$ cat src/rtl/regfile_pkg.sv
// Register file package: default sizes and the datapath word type.
// Shared by the register file, its read ports and the bus interface.
package regfile_pkg;

    localparam int RF_DW_DEF    = 10;
    localparam int RF_DEPTH_DEF = 4;

    typedef logic [RF_DW_DEF-1:0] rf_word_t;

endpackage

$ cat src/rtl/regfile_param_if.sv
// Register file bus: write, reserve and read-port signals.
// master = controller side, slave = register file side.
interface regfile_param_if
    import regfile_pkg::*;
#(
    parameter int DW    = RF_DW_DEF,
    parameter int DEPTH = RF_DEPTH_DEF,
    parameter int NRP   = 2
);
    localparam int AW = $clog2(DEPTH);

    logic [DW-1:0]     D;
    logic              ENW;
    logic [AW-1:0]     WRA;
    logic              ENRSV;
    logic [AW-1:0]     RSVA;
    logic [NRP-1:0]    ENR;
    logic [NRP*AW-1:0] RDA;
    logic [NRP*DW-1:0] Q;
    logic [NRP-1:0]    QV;
    logic [DEPTH-1:0]  BUSY;

    modport master (
        output D, ENW, WRA, ENRSV, RSVA, ENR, RDA,
        input  Q, QV, BUSY
    );

    modport slave (
        input  D, ENW, WRA, ENRSV, RSVA, ENR, RDA,
        output Q, QV, BUSY
    );

endinterface

$ cat src/rtl/regfile_rdport.sv
// One register file read port: range check, write forwarding, pending/valid.
// Ports: clk/rst, en, rda, regs/busy snapshot, wen/wra/d bypass, q/qv out.
module regfile_rdport
    import regfile_pkg::*;
#(
    parameter int DW       = RF_DW_DEF,
    parameter int DEPTH    = RF_DEPTH_DEF,
    parameter int AW       = $clog2(DEPTH),
    parameter int READ_REG = 1,
    parameter int R0_ZERO  = 0
) (
    input  logic                       clk,
    input  logic                       rst,
    input  logic                       en,
    input  logic [AW-1:0]              rda,
    input  logic [DEPTH-1:0][DW-1:0]   regs,
    input  logic [DEPTH-1:0]           busy,
    input  logic                       wen,
    input  logic [AW-1:0]              wra,
    input  logic [DW-1:0]              d,
    output logic [DW-1:0]              q,
    output logic                       qv
);

    logic [DW-1:0] sel;
    logic          pend;
    logic          in_range;
    logic          zero_hit;
    logic          fwd;
    logic [DW-1:0] nq;
    logic          nqv;

    // Loop mux keeps out-of-range addresses from indexing past the array.
    always_comb begin
        sel  = '0;
        pend = 1'b0;
        for (int i = 0; i < DEPTH; i++) begin
            if (rda == AW'(i)) begin
                sel  = regs[i];
                pend = busy[i];
            end
        end
    end

    always_comb begin
        in_range = 32'(rda) < DEPTH;
        zero_hit = (R0_ZERO != 0) && (rda == '0);
        fwd      = wen && (wra == rda);
        nq       = '0;
        nqv      = 1'b0;
        if (en && in_range) begin
            if (zero_hit) begin
                nqv = 1'b1;
            end else if (fwd) begin
                // A same-edge write both supplies the data and clears pending.
                nq  = d;
                nqv = 1'b1;
            end else begin
                nq  = sel;
                nqv = !pend;
            end
        end
    end

    generate
        if (READ_REG != 0) begin : g_reg
            always_ff @(negedge clk) begin
                if (rst) begin
                    q  <= '0;
                    qv <= 1'b0;
                end else begin
                    q  <= nq;
                    qv <= nqv;
                end
            end
        end else begin : g_comb
            assign q  = nq;
            assign qv = nqv;
        end
    endgenerate

endmodule

$ cat src/rtl/regfile_param.sv
// Parametrised register file with forwarding, optional zero R0 and pending bits.
// Ports: CLKb (falling-edge clock), RST (sync, active-high), bus (slave).
module regfile_param
    import regfile_pkg::*;
#(
    parameter int DW       = RF_DW_DEF,
    parameter int DEPTH    = RF_DEPTH_DEF,
    parameter int AW       = $clog2(DEPTH),
    parameter int NRP      = 2,
    parameter int READ_REG = 1,
    parameter int R0_ZERO  = 0
) (
    input logic            CLKb,
    input logic            RST,
    regfile_param_if.slave bus
);

    logic [DEPTH-1:0][DW-1:0] regs;
    logic [DEPTH-1:0]         busy;
    logic                     wr_ok;
    logic                     rs_ok;
    logic [NRP*DW-1:0]        q_all;
    logic [NRP-1:0]           qv_all;

    // Out-of-range and (when hard-wired) register-0 targets are dropped.
    always_comb begin
        wr_ok = bus.ENW && (32'(bus.WRA) < DEPTH)
             && !((R0_ZERO != 0) && (bus.WRA == '0));
        rs_ok = bus.ENRSV && (32'(bus.RSVA) < DEPTH)
             && !((R0_ZERO != 0) && (bus.RSVA == '0));
    end

    always_ff @(negedge CLKb) begin
        if (RST) begin
            regs <= '0;
            busy <= '0;
        end else begin
            for (int i = 0; i < DEPTH; i++) begin
                if (wr_ok && (bus.WRA == AW'(i))) begin
                    regs[i] <= bus.D;
                    busy[i] <= 1'b0;
                end
                // Reserve is applied last so it wins over a same-edge write.
                if (rs_ok && (bus.RSVA == AW'(i))) begin
                    busy[i] <= 1'b1;
                end
            end
        end
    end

    genvar p;
    generate
        for (p = 0; p < NRP; p++) begin : g_rd
            regfile_rdport #(
                .DW       (DW),
                .DEPTH    (DEPTH),
                .AW       (AW),
                .READ_REG (READ_REG),
                .R0_ZERO  (R0_ZERO)
            ) u_rd (
                .clk  (CLKb),
                .rst  (RST),
                .en   (bus.ENR[p]),
                .rda  (bus.RDA[p*AW +: AW]),
                .regs (regs),
                .busy (busy),
                .wen  (bus.ENW),
                .wra  (bus.WRA),
                .d    (bus.D),
                .q    (q_all[p*DW +: DW]),
                .qv   (qv_all[p])
            );
        end
    endgenerate

    assign bus.Q    = q_all;
    assign bus.QV   = qv_all;
    assign bus.BUSY = busy;

endmodule

$ cat src/flat_wrapper.sv
// flat-port wrapper written by rule: the top's interface ports become plain ports
module regfile_param_flat import regfile_pkg::*;
#(
    parameter int DW       = RF_DW_DEF,
    parameter int DEPTH    = RF_DEPTH_DEF,
    parameter int AW       = $clog2(DEPTH),
    parameter int NRP      = 2,
    parameter int READ_REG = 1,
    parameter int R0_ZERO  = 0
)
  (CLKb, RST, bus_D, bus_ENW, bus_WRA, bus_ENRSV, bus_RSVA, bus_ENR, bus_RDA, bus_Q, bus_QV, bus_BUSY);
  regfile_param_if #(.DW(DW), .DEPTH(DEPTH), .NRP(NRP)) bus_i ();
  input logic CLKb;
  input logic RST;
  input wire logic [$bits(bus_i.D)-1:0] bus_D;
  input wire logic [$bits(bus_i.ENW)-1:0] bus_ENW;
  input wire logic [$bits(bus_i.WRA)-1:0] bus_WRA;
  input wire logic [$bits(bus_i.ENRSV)-1:0] bus_ENRSV;
  input wire logic [$bits(bus_i.RSVA)-1:0] bus_RSVA;
  input wire logic [$bits(bus_i.ENR)-1:0] bus_ENR;
  input wire logic [$bits(bus_i.RDA)-1:0] bus_RDA;
  output wire logic [$bits(bus_i.Q)-1:0] bus_Q;
  output wire logic [$bits(bus_i.QV)-1:0] bus_QV;
  output wire logic [$bits(bus_i.BUSY)-1:0] bus_BUSY;
  assign bus_i.D = bus_D;
  assign bus_i.ENW = bus_ENW;
  assign bus_i.WRA = bus_WRA;
  assign bus_i.ENRSV = bus_ENRSV;
  assign bus_i.RSVA = bus_RSVA;
  assign bus_i.ENR = bus_ENR;
  assign bus_i.RDA = bus_RDA;
  assign bus_Q = bus_i.Q;
  assign bus_QV = bus_i.QV;
  assign bus_BUSY = bus_i.BUSY;
  regfile_param #(.DW(DW), .DEPTH(DEPTH), .AW(AW), .NRP(NRP), .READ_REG(READ_REG), .R0_ZERO(R0_ZERO)) u_core (.CLKb(CLKb), .RST(RST), .bus(bus_i));
endmodule
$ cat config.mk
export PLATFORM = sky130hd
export DESIGN_NAME = regfile_param_flat
export DESIGN_NICKNAME = d
export VERILOG_FILES = /design/src/rtl/regfile_pkg.sv /design/src/rtl/regfile_param_if.sv /design/src/rtl/regfile_rdport.sv /design/src/rtl/regfile_param.sv /design/src/flat_wrapper.sv
export SDC_FILE = /design/constraint.sdc
export NUM_CORES = 1
export LEC_CHECK = 0
export CORE_ASPECT_RATIO = 1.5
export CORE_MARGIN = 2
export CORE_UTILIZATION = 45
export CTS_CLUSTER_SIZE = 30
export DETAILED_ROUTE_END_ITERATION = 12
export HOLD_SLACK_MARGIN = 0.15
export PLACE_DENSITY_LB_ADDON = 0.05
export RECOVER_POWER = 50
export SETUP_SLACK_MARGIN = 0.2
export SLEW_MARGIN = 15
export SYNTH_ARGS = -nofsm -noshare
export SYNTH_HDL_FRONTEND = slang
export SYNTH_SLANG_ARGS = --single-unit
$ cat constraint.sdc
create_clock -name CLKb -period 2.7 [get_ports CLKb]
set_input_delay 0.81 -clock CLKb [delete_from_list [all_inputs] [get_ports CLKb]]
set_output_delay 0.81 -clock CLKb [all_outputs]
set_load 0.05 [all_outputs]
==> results by group <==
Logic synthesis
  – Gate Count Post-Synth: 300
  – Syn. warnings: 0
  – Top cells by area, synth: dfxtp_1, mux4_2, mux2i_1
  – Mean Syn Cell Area: 10.6 sq um
  – Fraction of registers with async set/reset: 0%
  – Synthesized flop and latch total: 66
  – Syn Nets: 324
  – Post-synth top cells: dfxtp_1, a21oi_1, nor2_1, mux2i_1, nand2_1
  – Share of the synthesized area in the top cell type: 41.4%
  – Most instantiated library cell after synthesis: dfxtp_1
  – Main synth FF type: dfxtp_1
  – Post-synth top area cell: dfxtp_1
  – Share of the yosys chip area belonging to registers: 41.4%
  – EDFF count, synth: 0
  – Synthesized cell area: 0.00319 sq mm
  – Synth unique cells: 24

Clock tree
  – Clk_lat worst skew: 0.48 ns
  – H-tree levels: 3
  – Root buffer cell: clkbuf_8
  – CTS clk-pin slew, worst paths: 0.14 ns
  – Clock Sinks: 66
  – Buffer depth of the longest clock path: 2
  – TritonCTS buffer count: 9
  – CTS tree: done

Min path
  – Min-delay src: u_core.regs[37]$_SDFFE_NP0P_
  – Worst hold path depth: 2
  – Hold WC Path Type: reg2reg
  – Hold endpoint: u_core.regs[37]$_SDFFE_NP0P_

Cells and area
  – Fin util: 86.6%
  – Reg area: 0.00141 sq mm
  – # nets final: 490
  – Final Instance Area: 0.00593 sq mm
  – Diode count: 0
  – Fillers: 309
  – Multi-input gate area: 0.00219 sq mm
  – Layout area overhead: 85.8%
  – Final Non-Filler Cells: 549
  – Layout cells sized above 1: 51.2%

Pwr
  – PD cells: 518 mW/mm^2
  – Total Power: 3.07 mW
  – Peak VDD IR: 0.605 mV
  – Leakage: 2.50 nW

STA
  – Clock skew: 0.0793 ns
  – # setup viols final: 91
  – Worst-Margin Slew: 0.429 ns
  – WHS: 0.479 ns
  – Post-route setup slack: -0.472 ns
  – Post-Route Setup TNS: -18.18 ns
  – Max_slew headroom: 71.4%
  – Hold Fails Final Rpt: 0
  – RSZ-0062 raised after global routing: true
  – Pins over their slew limit: 0

Setup path
  – Crit Path Max Fanout: 1
  – Worst path top cell family by delay: flip-flops
  – RR Endpoint: u_core.g_rd[0].u_rd.qv$_SDFF_NP0_
  – Slowest stage delay, CP: 0.38 ns
  – Buffers and inverters on the worst path: 1
  – Crit. Startpoint: u_core.g_rd[0].u_rd.q[4]$_SDFF_NP0_
  – Worst Path Arrival: 2.36 ns
  – Reg2Reg Setup Slack: 1.49 ns
  – R2R cell count: 3
  – CP startpoint kind: register
  – R2R Path Start: u_core.bus.BUSY[3]$_SDFFE_NP0P_
  – CP cell instances: buf_12
  – Critical path required time: 1.89 ns
  – Slowest cell on the critical path: dfxtp_4
  – WS Path Type: reg2out
  – Worst Setup End Kind: primary output

Die
  – Die Ht: 107 um
  – Die width: 72.8 um
  – Row count: 37
  – Initial core utilization: 46.6%
  – CORE AREA: 0.00685 sq mm
  – # IOs: 50
  – DIE AREA: 0.00780 sq mm

Drt
  – Starting DRT DRC Count: 391
  – Wire length per cell: 24.1 um
  – TritonRoute pass-1 iters: 6
  – Vias: 3494
  – DRC viols: 0
  – WL final: 13.2 mm
  – Mean number of vias per cell: 6.36
  – DRT antenna net count: 0

GRT
  – GRT Util Overall: 32.1%
  – First-pass GRT wire length: 18.2 mm
  – Initial antenna violation count: 0
  – GR Overflow Total: 0
  – Largest net degree at the start of global routing: 23
  – Number of global-route vias before repair: 3487

Job
  – Max-cap violation count: 0

Placed design
  – IO Port Bufs: 49
  – Routability cong.: 0.834
  – Dpl cells: 427
  – Pre-CTS setup slack: -1.06 ns
  – Hpwl dp: 5.63 mm
  – Placed cell areas: 0.00442 sq mm

Outcome
  – Status: complete, but fails checks
  – Failing checks: negative setup slack
==> cell usage in the layout (no fill, tap or decap), drive strengths merged, types with 20 or more instances in the layout <==
cell type  count
buf          102
o31ai         20
a21oi         34
mux2i         30
nand2         21
dfxtp         66
mux4          22
nor2          32
inv           71
nand4         20
==> report_power, final <==
part / total, mW / switching [mW] / internal [mW]
Sequential: 1.03 / 0.0301 / 0.997
Combinational: 0.707 / 0.359 / 0.348
Clock: 1.34 / 0.785 / 0.553
Total: 3.07 / 1.17 / 1.90
==> worst max path at each step <==
stage | endpoint | depth (start not counted)
finish | bus_Q[4] | 1
global route | bus_Q[4] | 1
CTS | bus_QV[1] | 1
detailed placement | u_core.g_rd[1].u_rd.q[2]$_SDFF_NP0_ | 5
global placement | u_core.g_rd[0].u_rd.q[2]$_SDFF_NP0_ | 5
floorplan | u_core.g_rd[1].u_rd.q[0]$_SDFF_NP0_ | 4
==> registers in the layout, summed over array words and instances, names as in the netlist <==
signal and flops:
u_core.g_rd.u_rd.qv 2, u_core.bus.BUSY 4, u_core.regs 40, u_core.g_rd.u_rd.q 20
==> area by class of cell <==
cell class                      instances  area share (%)
Clock buffer                            9            2.09
Clock inverter                         73            5.31
Multi-Input combinational cell        202            36.9
Timing Repair Buffer                  118            30.0
Sequential cell                        66            23.8
Inverter                                3           0.190
Tap cell                               78            1.64
==> layer usage <==
layer	vias to the layer above	share of wire [%]	track usage (%)
li1	1456	-	-
met1	1704	36	36.7
met2	274	51	50.0
met3	60	9.3	12.9
met4	0	4.4	18.3
met5	-	0	0
==> cells by family after synthesis <==
family / count (synthesis) / synth area share (%)
muxes: 52 / 25.6
DFF: 66 / 41.4
AOI/OAI and AO/OA: 56 / 10.6
and+or+nand+nor: 85 / 12.6
xor gates and xnor gates: 8 / 3.84
buffers and inverters: 33 / 5.99
==> timing repair <==
item | CTS | global route
buffers inserted | 28 | 6
endpoints found under the setup margin | 92 | 92
pin swaps | 54 | 28
gates resized for setup | 135 | 42
gates cloned | 7 | 0
hold buffers | 0 | 0
Power figures use the tool's default switching activity.
